==> config.mk <==
export PLATFORM = sky130hd
export DESIGN_NAME = if_fetch_unit_flat
export DESIGN_NICKNAME = d
export VERILOG_FILES = /design/src/rtl/pipeline_pkg.sv /design/src/rtl/if_fetch_unit_if.sv /design/src/rtl/fetch_skid_buffer.sv /design/src/rtl/if_fetch_unit.sv /design/src/flat_wrapper.sv
export SDC_FILE = /design/constraint.sdc
export NUM_CORES = 1
export LEC_CHECK = 0
export CAP_MARGIN = 10
export CORE_MARGIN = 4
export CORE_UTILIZATION = 58
export CTS_BUF_LIST = sky130_fd_sc_hd__clkbuf_2 sky130_fd_sc_hd__clkbuf_4 sky130_fd_sc_hd__clkbuf_8
export CTS_CLUSTER_DIAMETER = 100
export DETAILED_ROUTE_END_ITERATION = 10
export GPL_TIMING_DRIVEN = 0
export PLACE_DENSITY = 0.86
export SLEW_MARGIN = 10
export SYNTH_ARGS = -nofsm -noshare
export SYNTH_HDL_FRONTEND = slang
export SYNTH_SLANG_ARGS = --single-unit
==> constraint.sdc <==
create_clock -name Clock -period 10.65 [get_ports Clock]
set_clock_uncertainty 0.1 [all_clocks]
set_input_delay 1.065 -clock Clock [delete_from_list [all_inputs] [get_ports Clock]]
set_output_delay 1.065 -clock Clock [all_outputs]
set_load 0.02 [all_outputs]
==> src/rtl/pipeline_pkg.sv <==
// Shared fetch-stage types: FSM states, entry bundle
// and opcode constants used by the IF stage and its buffer.
package pipeline_pkg;

    localparam int XLEN = 32;

    localparam logic [5:0] OP_BEQ = 6'b000100;
    localparam logic [5:0] OP_BNE = 6'b000101;

    typedef enum logic [1:0] {
        IDLE,
        REQ,
        WAIT_ROOM,
        HALT
    } fetch_state_e;

    typedef struct packed {
        logic [XLEN-1:0] instr;
        logic [XLEN-1:0] pc4;
        logic            branch;
    } fetch_entry_t;

    function automatic logic is_branch(input logic [XLEN-1:0] word);
        return (word[31:26] == OP_BEQ) || (word[31:26] == OP_BNE);
    endfunction

endpackage

==> src/rtl/if_fetch_unit_if.sv <==
// Instruction-memory fetch bus: one request outstanding,
// completed by a single-cycle ready/data response.
interface if_fetch_unit_if;
    import pipeline_pkg::*;

    logic            Out_MemReq;
    logic [XLEN-1:0] Out_MemAddr;
    logic            In_MemRdy;
    logic [XLEN-1:0] In_MemData;

    modport master (
        output Out_MemReq,
        output Out_MemAddr,
        input  In_MemRdy,
        input  In_MemData
    );

    modport slave (
        input  Out_MemReq,
        input  Out_MemAddr,
        output In_MemRdy,
        output In_MemData
    );

endinterface

==> src/rtl/fetch_skid_buffer.sv <==
// Two-entry in-order holding buffer: head feeds IF/ID,
// skid parks a response that arrived while head was stalled.
module fetch_skid_buffer
    import pipeline_pkg::*;
(
    input  logic         Clock,
    input  logic         Reset,
    input  logic         clear,
    input  logic         push,
    input  logic         pop,
    input  fetch_entry_t push_data,
    output fetch_entry_t head,
    output logic         head_valid,
    output logic         skid_valid
);

    fetch_entry_t head_q;
    fetch_entry_t skid_q;
    logic         head_v_q;
    logic         skid_v_q;
    logic         pop_ok;

    assign pop_ok     = pop && head_v_q;
    assign head       = head_q;
    assign head_valid = head_v_q;
    assign skid_valid = skid_v_q;

    // Entries are zeroed when vacated so an empty head reads as 0.
    always_ff @(posedge Clock or posedge Reset) begin
        if (Reset) begin
            head_q   <= '0;
            skid_q   <= '0;
            head_v_q <= 1'b0;
            skid_v_q <= 1'b0;
        end else if (clear) begin
            head_q   <= '0;
            skid_q   <= '0;
            head_v_q <= 1'b0;
            skid_v_q <= 1'b0;
        end else if (pop_ok) begin
            if (skid_v_q) begin
                head_q <= skid_q;
                if (push) begin
                    skid_q <= push_data;
                end else begin
                    skid_q   <= '0;
                    skid_v_q <= 1'b0;
                end
            end else if (push) begin
                head_q <= push_data;
            end else begin
                head_q   <= '0;
                head_v_q <= 1'b0;
            end
        end else if (push) begin
            if (!head_v_q) begin
                head_q   <= push_data;
                head_v_q <= 1'b1;
            end else begin
                skid_q   <= push_data;
                skid_v_q <= 1'b1;
            end
        end
    end

endmodule

==> src/rtl/if_fetch_unit.sv <==
// Instruction-fetch stage: owns the PC, fetches one word at a time
// and hands buffered instructions to IF/ID; handles redirects.
module if_fetch_unit
    import pipeline_pkg::*;
#(
    parameter logic [XLEN-1:0] RESET_PC   = 32'h0000_0000,
    parameter logic [XLEN-1:0] HALT_INSTR = 32'hFFFF_FFFF
) (
    input  logic            Clock,
    input  logic            Reset,
    input  logic            In_Stall,
    input  logic            In_Redirect,
    input  logic [XLEN-1:0] In_RedirectAddr,
    if_fetch_unit_if.master mem,
    output logic [XLEN-1:0] Out_Instruction,
    output logic [XLEN-1:0] Out_PCAdder,
    output logic            Out_Branch,
    output logic            Out_Valid,
    output logic            Out_Flush,
    output logic            Out_Halted
);

    fetch_state_e    state_q, state_d;
    logic [XLEN-1:0] pc_q, pc_d;
    logic [XLEN-1:0] hold_q, hold_d;
    logic [XLEN-1:0] pc_plus4;
    logic            discard_q, discard_d;
    logic            requesting;
    logic            take;
    logic            drain;
    logic            buf_valid;
    logic            skid_valid;
    fetch_entry_t    push_entry;
    fetch_entry_t    head;

    // A discarded wrong-path request keeps its original address
    // until memory answers; the PC already holds the new target.
    assign requesting      = (state_q == REQ) && !skid_valid;
    assign mem.Out_MemReq  = requesting;
    assign mem.Out_MemAddr = discard_q ? hold_q : pc_q;

    assign pc_plus4 = pc_q + 32'd4;
    assign drain    = buf_valid && !In_Stall;
    assign take     = requesting && mem.In_MemRdy
                   && !discard_q && !In_Redirect;

    assign push_entry.instr  = mem.In_MemData;
    assign push_entry.pc4    = pc_plus4;
    assign push_entry.branch = is_branch(mem.In_MemData);

    fetch_skid_buffer u_buf (
        .Clock      (Clock),
        .Reset      (Reset),
        .clear      (In_Redirect),
        .push       (take),
        .pop        (drain),
        .push_data  (push_entry),
        .head       (head),
        .head_valid (buf_valid),
        .skid_valid (skid_valid)
    );

    // Next state, PC and discard tracking; redirect beats everything.
    always_comb begin
        state_d   = state_q;
        pc_d      = pc_q;
        hold_d    = hold_q;
        discard_d = discard_q;
        if (In_Redirect) begin
            state_d   = REQ;
            pc_d      = In_RedirectAddr & ~32'h3;
            hold_d    = mem.Out_MemAddr;
            discard_d = requesting && !mem.In_MemRdy;
        end else begin
            unique case (state_q)
                IDLE: state_d = REQ;
                REQ: begin
                    if (requesting && mem.In_MemRdy) begin
                        if (discard_q) begin
                            discard_d = 1'b0;
                        end else begin
                            pc_d = pc_plus4;
                            if (mem.In_MemData == HALT_INSTR)
                                state_d = HALT;
                            else if (buf_valid && !drain)
                                state_d = WAIT_ROOM;
                        end
                    end
                end
                WAIT_ROOM: if (drain) state_d = REQ;
                HALT: state_d = HALT;
            endcase
        end
    end

    // State, PC and discard registers.
    always_ff @(posedge Clock or posedge Reset) begin
        if (Reset) begin
            state_q   <= IDLE;
            pc_q      <= RESET_PC;
            hold_q    <= RESET_PC;
            discard_q <= 1'b0;
        end else begin
            state_q   <= state_d;
            pc_q      <= pc_d;
            hold_q    <= hold_d;
            discard_q <= discard_d;
        end
    end

    assign Out_Instruction = head.instr;
    assign Out_PCAdder     = head.pc4;
    assign Out_Branch      = head.branch;
    assign Out_Valid       = buf_valid;
    assign Out_Flush       = In_Redirect;
    assign Out_Halted      = (state_q == HALT);

endmodule

==> src/flat_wrapper.sv <==
// flat-port wrapper written by rule: the top's interface ports become plain ports
module if_fetch_unit_flat import pipeline_pkg::*;
#(
    parameter logic [XLEN-1:0] RESET_PC   = 32'h0000_0000,
    parameter logic [XLEN-1:0] HALT_INSTR = 32'hFFFF_FFFF
)
  (Clock, Reset, In_Stall, In_Redirect, In_RedirectAddr, Out_Instruction, Out_PCAdder, Out_Branch, Out_Valid, Out_Flush, Out_Halted, mem_Out_MemReq, mem_Out_MemAddr, mem_In_MemRdy, mem_In_MemData);
  if_fetch_unit_if mem_i ();
  input  logic Clock;
  input  logic Reset;
  input  logic In_Stall;
  input  logic In_Redirect;
  input  logic [XLEN-1:0] In_RedirectAddr;
  output logic [XLEN-1:0] Out_Instruction;
  output logic [XLEN-1:0] Out_PCAdder;
  output logic Out_Branch;
  output logic Out_Valid;
  output logic Out_Flush;
  output logic Out_Halted;
  output wire logic [$bits(mem_i.Out_MemReq)-1:0] mem_Out_MemReq;
  output wire logic [$bits(mem_i.Out_MemAddr)-1:0] mem_Out_MemAddr;
  input wire logic [$bits(mem_i.In_MemRdy)-1:0] mem_In_MemRdy;
  input wire logic [$bits(mem_i.In_MemData)-1:0] mem_In_MemData;
  assign mem_Out_MemReq = mem_i.Out_MemReq;
  assign mem_Out_MemAddr = mem_i.Out_MemAddr;
  assign mem_i.In_MemRdy = mem_In_MemRdy;
  assign mem_i.In_MemData = mem_In_MemData;
  if_fetch_unit #(.RESET_PC(RESET_PC), .HALT_INSTR(HALT_INSTR)) u_core (.Clock(Clock), .Reset(Reset), .In_Stall(In_Stall), .In_Redirect(In_Redirect), .In_RedirectAddr(In_RedirectAddr), .mem(mem_i), .Out_Instruction(Out_Instruction), .Out_PCAdder(Out_PCAdder), .Out_Branch(Out_Branch), .Out_Valid(Out_Valid), .Out_Flush(Out_Flush), .Out_Halted(Out_Halted));
endmodule
==> results.md, run 1 <==
- Ys async rst share: 1.00
- Cells after Synth: 880
- Max incr delay on CP: 0.55 ns
- Worst Setup Start Kind: flop
- Simple-gate share of the synthesized area: 0.141
- Post-CTS setup repair buffer count: 0
- Hold-fix buffers, CTS: 0
- Final Max Tran Viols: 0
- Gp weighted congestion: 0.956
- Crit. End Element: output pin
- Layout cells sized above 1: 0.101
- Main flop type after synthesis: dfrtp_1
- Largest family of logic cells by synthesized area: compound AO/OA/AOI/OAI gates
- Area grow syn2layout: 26.1%
- Num ports: 170
- Die Wd: 134 um
- DIE AREA: 17800 sq um
- Largest net degree at the start of global routing: 99
- Initial Util: 0.596
- CTS Buffer Depth: 2
- Seq pwr share: 0.468
- Worst skew pair latency: 0.48 ns
- Wirelength per Cell: 20.2 um
- CP cell instances: buf_1, buf_1, mux2_2, clkdlybuf4s50_1
- Nets: 1136
- Dpl ws: 6.46 ns
- Vias post-DR: 7952
- Crit path kind: flop to output pin
- Clk slew on worst S/H paths: 0.10 ns
- Mapped Avg Cell Area: 10.4 sq um
- Hold_ws: 0.384 ns
- Slowest-stage cell, CP: clkdlybuf4s50_1
- Buffers & Inverters on Critical Path: 3
- Post-route ant nets: 0
- Multiplexer area fraction after synthesis: 0.0714
- Lkg Pwr: 4.71 nW
- Maximum VDD drop: 94.4 uV
- Max FO, Critical Path: 10
- Most common cell after layout, fill and taps aside: dfrtp_1
- Largest area contributor in the netlist: dfrtp_1
- Power Internal: 0.00125 W
- Max Cap Viol: 0
- RSZ-0062 raised after global routing: no
- Final setup viols: 0
- EDFF count, synth: 0
- Root Driver: clkbuf_8
- Xor/xnor share of the synthesized area: 0.0547
- Vias in the first global route: 8042
- N_diodes: 0
- Row cnt: 45
- Post-Synth Adder-Cell Area: 0.00137
- Commonest cells after routing, fill and taps aside: 195 x dfrtp_1, 166 x clkdlybuf4s50_1, 94 x nand2_1
- PortBufs: 166
- Clock Power Share: 0.281
- Core area: 15300 sq um
- # DRC: 0
- CTS tree: done
- Final period util: 0.383
- PD cells: 158 nW/um^2
- Final worst slack: 6.57 ns
- Clk sinks: 195
- Fill count: 1055
- CTS resizes: 0
- Comb power frac: 0.250
- Fmax: 245 MHz
- Net load switching power: 0.000566 W
- Area contributors post-synth: dfrtp_1 53%, mux2_2 7.0%, nand2_1 3.9%
- Initial DRC count: 760
- Synth Area in Compound Gates: 0.159
- Worst slew margin: 0.411
- Setup Total Neg Slack: 0 ns
- Outcome: completed
- Worst slew pin tran: 0.876 ns
- Worst path arrival time: 2.92 ns
- Number of distinct library cells after synthesis: 51
- Die Y: 134 um
- H-tree depth: 4
- Top delay family on crit path: buffers and inverters
- Share of the synthesized area in the top cell type: 0.534
- First-pass GRT wire length: 42200 um
- Net Count, Synth: 950
- GR Overflow Total: 0
- Detailed placer's ending HPWL: 18700 um
- Initial antenna violation count: 0
- CP most frequent cell: buf_1
- Seq cells post-synth: 195
- CP required: 9.49 ns
- Net Sw Frac: 0.311
- Seq/Total Area, Yosys: 0.534
- Synthesized cell area: 9140 sq um
- Final min period: 4.08 ns
- Final hold viol count: 0
- Post-Route WL: 26100 um
- Synth Warn #: 0
- Overall routing resource usage: 0.297
- Via/cell ratio: 6.16
- Worst Hold Class: flop to flop
- Num CTS Buffers: 17
- First-pass DRT Iterations: 5
## routing by layer
metal / GRT usage / wire [um] / vias to the layer above
met5: 0 / 0 / -
met4: 0.103 / 664 / 0
met3: 0.0559 / 2250 / 61
met2: 0.466 / 12200 / 437
met1: 0.419 / 11000 / 3924
li1: - / - / 3530
## cell usage after synthesis, drive strengths merged, types with 11 or more instances
cell / number
buf: 15
nor2: 52
dfrtp: 195
xor2: 36
nor4: 11
a22oi: 25
nor3: 38
a21oi: 16
a22o: 40
nand3: 21
a221oi: 31
nand4: 22
nand2: 94
mux2: 57
xnor2: 21
clkbuf: 64
o21ai: 85
## power by group through the flow
stage               clock network [W]  logic (W)  registers (W)
floorplan                           0   0.000228       0.000885
global placement                    0   0.000442       0.000861
detailed placement                  0   0.000451       0.000865
CTS                          0.000511   0.000454       0.000851
global route                 0.000539   0.000489       0.000860
finish                       0.000512   0.000456       0.000852
## through the flow
step            util  instance area, sq um  power [W]  instances
2_1_floorplan      -                  9140    0.00111        880
3_3_place_gp   0.722                 11100    0.00130       1257
3_5_place_dp   0.725                 11100    0.00132       1258
4_1_cts        0.752                 11500    0.00182       1290
5_1_grt        0.752                 11500    0.00189       1290
6_report       0.752                 11500    0.00182       1290
## logic make-up (layout without fill, tap and decap cells)
group / count (synthesis) / in the layout
compound gates: 216 / 216
xor+xnor: 57 / 57
fa+ha+maj: 1 / 1
buf+inv: 86 / 285
flops: 195 / 195
mux: 58 / 58
simple gates: 267 / 267
## worst paths after layout
path                       cells past startpoint  slack [ns]             startpoint                       to
min in group asynchronous                      2        1.00                  Reset    u_core.u_buf.head[62]
min reg2reg                                    2        0.38  u_core.u_buf.head[60]    u_core.u_buf.head[60]
min                                            2        0.38  u_core.u_buf.head[60]    u_core.u_buf.head[60]
max                                            4        6.57       u_core.discard_q       mem_Out_MemAddr[3]
max reg2reg                                    7        7.49         u_core.pc_q[9]  u_core.u_buf.skid_q[25]
max in group asynchronous                      3        8.56                  Reset           u_core.pc_q[9]
## layout make-up
cell class	instances	area, sq um	share of cell area
inverters	7	33.8	0.00293
multi-input cells	599	3910	0.340
plain buffers	79	323	0.0280
repair buffers	167	1690	0.147
clock inverters	12	155	0.0135
flip-flops and latches	195	4880	0.424
well taps	211	264	0.0229
clock buffers	20	263	0.0228
## registers in the layout, indices dropped and copies added (netlist names)
signal / cells
u_core.u_buf.skid_q: 64
u_core.hold_q: 32
u_core.u_buf.skid_valid: 1
u_core.pc_q: 30
u_core.u_buf.head_valid: 1
u_core.discard_q: 1
u_core.state_q: 2
u_core.u_buf.head: 64
## worst min-delay path, delay by kind of cell, from the launching register on
kind            cells  cell delay [ns]
flops               1             0.35
compound gates      1             0.06
simple gates        1             0.05
No activity file was read; power rests on OpenSTA's default activity.
==> run 2, diff against run 1 <==
--- a/config.mk
+++ b/config.mk
@@ -7,12 +7,12 @@
 export LEC_CHECK = 0
 export CAP_MARGIN = 10
 export CORE_MARGIN = 4
-export CORE_UTILIZATION = 58
+export CORE_UTILIZATION = 54
 export CTS_BUF_LIST = sky130_fd_sc_hd__clkbuf_2 sky130_fd_sc_hd__clkbuf_4 sky130_fd_sc_hd__clkbuf_8
 export CTS_CLUSTER_DIAMETER = 100
 export DETAILED_ROUTE_END_ITERATION = 10
 export GPL_TIMING_DRIVEN = 0
-export PLACE_DENSITY = 0.86
+export PLACE_DENSITY = 0.81
 export SLEW_MARGIN = 10
 export SYNTH_ARGS = -nofsm -noshare
 export SYNTH_HDL_FRONTEND = slang
==> constraint.sdc (replaced) <==
create_clock -name Clock -period 4.25 [get_ports Clock]
set_clock_uncertainty 0.1 [all_clocks]
set_input_delay 0.425 -clock Clock [delete_from_list [all_inputs] [get_ports Clock]]
set_output_delay 0.425 -clock Clock [all_outputs]
set_load 0.02 [all_outputs]
==> run 2 against run 1 <==
Against the previous run: via count about the same; combinational power grew to 2.5 times the previous value; sequential power rose to 2.5 times the previous value; critical path type unchanged; critical endpoint unchanged; largest cell class unchanged.
==> results.md, run 2 (synthesized netlist as in run 1, its figures left out) <==
- Max Cap Viol: 0
- Initial DRC count: 756
- Largest net degree at the start of global routing: 36
- Final std cells w/o fill: 1304
- First-pass DRT Iterations: 5
- Worst slew pin tran: 0.813 ns
- FF-to-FF Start: u_core.pc_q[9]
- Core area: 16600 sq um
- Post-route ant nets: 0
- Wirelength per Cell: 20.0 um
- Worst path arrival time: 2.90 ns
- Fmax: 292 MHz
- Final hold viol count: 0
- H-tree depth: 4
- Vias post-DR: 7958
- Worst Hold Class: primary input to asynchronous set/reset pin
- Worst skew pair latency: 0.48 ns
- Seq pwr share: 0.472
- Dpl ws: 0.672 ns
- CTS tree: done
- Post-Route WL: 26000 um
- Footprint of the multi-input gates: 3910 sq um
- Num ports: 170
- Power Internal: 0.00308 W
- Clock Power Share: 0.273
- Row cnt: 47
- Final min period: 3.42 ns
- Cells after DPL: 1272
- CTS Buffer Depth: 2
- Comb power frac: 0.256
- FF-to-FF setup slack: 1.10 ns
- CP cell instances: buf_1, buf_1, mux2_2, clkdlybuf4s50_1
- CP most frequent cell: buf_1
- Post-CTS setup repair buffer count: 0
- N_diodes: 0
- Slowest-stage cell, CP: clkdlybuf4s50_1
- Hold-fix buffers, CTS: 0
- Commonest cells after routing, fill and taps aside: 195 x dfrtp_1, 166 x clkdlybuf4s50_1, 94 x nand2_1
- Max FO, Critical Path: 10
- GR Overflow Total: 0
- Layout cells sized above 1: 0.105
- CP required: 3.72 ns
- Crit. End Element: output pin
- Reg2reg path depth: 7
- Gp weighted congestion: 0.926
- Outcome: completed
- Root Driver: clkbuf_8
- Initial Util: 0.551
- PortBufs: 166
- Net Sw Frac: 0.319
- Lkg Pwr: 4.74 nW
- Area grow syn2layout: 27.2%
- Net load switching power: 0.00144 W
- Nets: 1141
- Final period util: 0.806
- Worst slew margin: 0.453
- PD cells: 389 nW/um^2
- Die Wd: 138 um
- Final Max Tran Viols: 0
- Num CTS Buffers: 17
- Clk slew on worst S/H paths: 0.10 ns
- Crit path kind: flop to output pin
- Initial antenna violation count: 0
- Max incr delay on CP: 0.54 ns
- Fill count: 1271
- RSZ-0062 raised after global routing: no
- Via/cell ratio: 6.10
- CTS resizes: 0
- Overall routing resource usage: 0.269
- Maximum VDD drop: 216 uV
- Fin util: 0.701
- Detailed placer's ending HPWL: 19200 um
- Worst Setup Start Kind: flop
- Most common cell after layout, fill and taps aside: dfrtp_1
- DIE AREA: 19100 sq um
- First-pass GRT wire length: 41800 um
- Sequential Area: 4880 sq um
- CP startpoint: u_core.discard_q
- Die Y: 138 um
- # DRC: 0
- Final worst slack: 0.826 ns
- Clk sinks: 195
- Vias in the first global route: 7723
- RR Endpoint: u_core.u_buf.skid_q[25]
- Critical Path Sink: mem_Out_MemAddr[3]
- Final setup viols: 0
## run 2: cell types whose count changed in the layout (fill, tap and decap cells not counted)
| cell | change |
|---|---|
| clkinvlp_4 | +1 |
| buf_16 | +1 |
| clkinv_2 | -2 |
| bufinv_16 | -1 |
| clkbuf_4 | -2 |
| clkinv_4 | +3 |
| clkbuf_8 | -1 |
| inv_8 | +1 |
| buf_12 | +4 |
| inv_6 | +1 |
## run 2: through the flow
step / TNS, ns / hold WS [ns] / cell area [sq um] / power (W)
final: 0 / 0.315 / 11600 / 0.00452
after global placement: -49.97 / 0.361 / 11100 / 0.00327
after CTS: 0 / 0.310 / 11600 / 0.00452
after detailed placement: 0 / 0.370 / 11200 / 0.00331
after floorplan: 0 / 0.350 / 9140 / 0.00279
after global routing: 0 / 0.350 / 11600 / 0.00471
## run 2: worst min-delay path by stage
stage | endpoint | slack [ns] | cells after the start
after global placement | u_core.u_buf.skid_q[13] | 0.36 | 2
after detailed placement | u_core.u_buf.skid_q[14] | 0.37 | 2
after floorplan | u_core.u_buf.skid_q[3] | 0.35 | 2
final | u_core.u_buf.head[56] | 0.32 | 2
after global routing | u_core.u_buf.head[50] | 0.35 | 2
after CTS | u_core.u_buf.head[50] | 0.31 | 2
## run 2: metal layers
metal  global-route usage  routed length, um  up-vias
li1                     -                  -     3553
met5                    0                  0        -
met1                0.388              11200     3910
met4               0.0848                559        0
met3               0.0504               2150       46
met2                0.418              12100      449
## run 2: power by group through the flow
stage	clock network (W)	registers [W]	logic, W
floorplan	0	0.00222	0.000572
global placement	0	0.00216	0.00111
detailed placement	0	0.00217	0.00115
CTS	0.00124	0.00213	0.00116
global route	0.00132	0.00215	0.00124
finish	0.00123	0.00213	0.00115
## run 2: final cells by class
| class | instances | share of cell area |
|---|---|---|
| clock buffers | 17 | 0.0201 |
| flip-flops and latches | 195 | 0.420 |
| repair buffers | 172 | 0.155 |
| well taps | 220 | 0.0237 |
| multi-input cells | 599 | 0.337 |
| clock inverters | 15 | 0.0149 |
| plain buffers | 79 | 0.0278 |
| inverters | 7 | 0.00258 |
## run 2: critical path: cells and delay by family, from the launching register on
kind	cells	cell delay (ns)
muxes	1	0.41
buffers and inverters	3	1.59
DFF	1	0.42
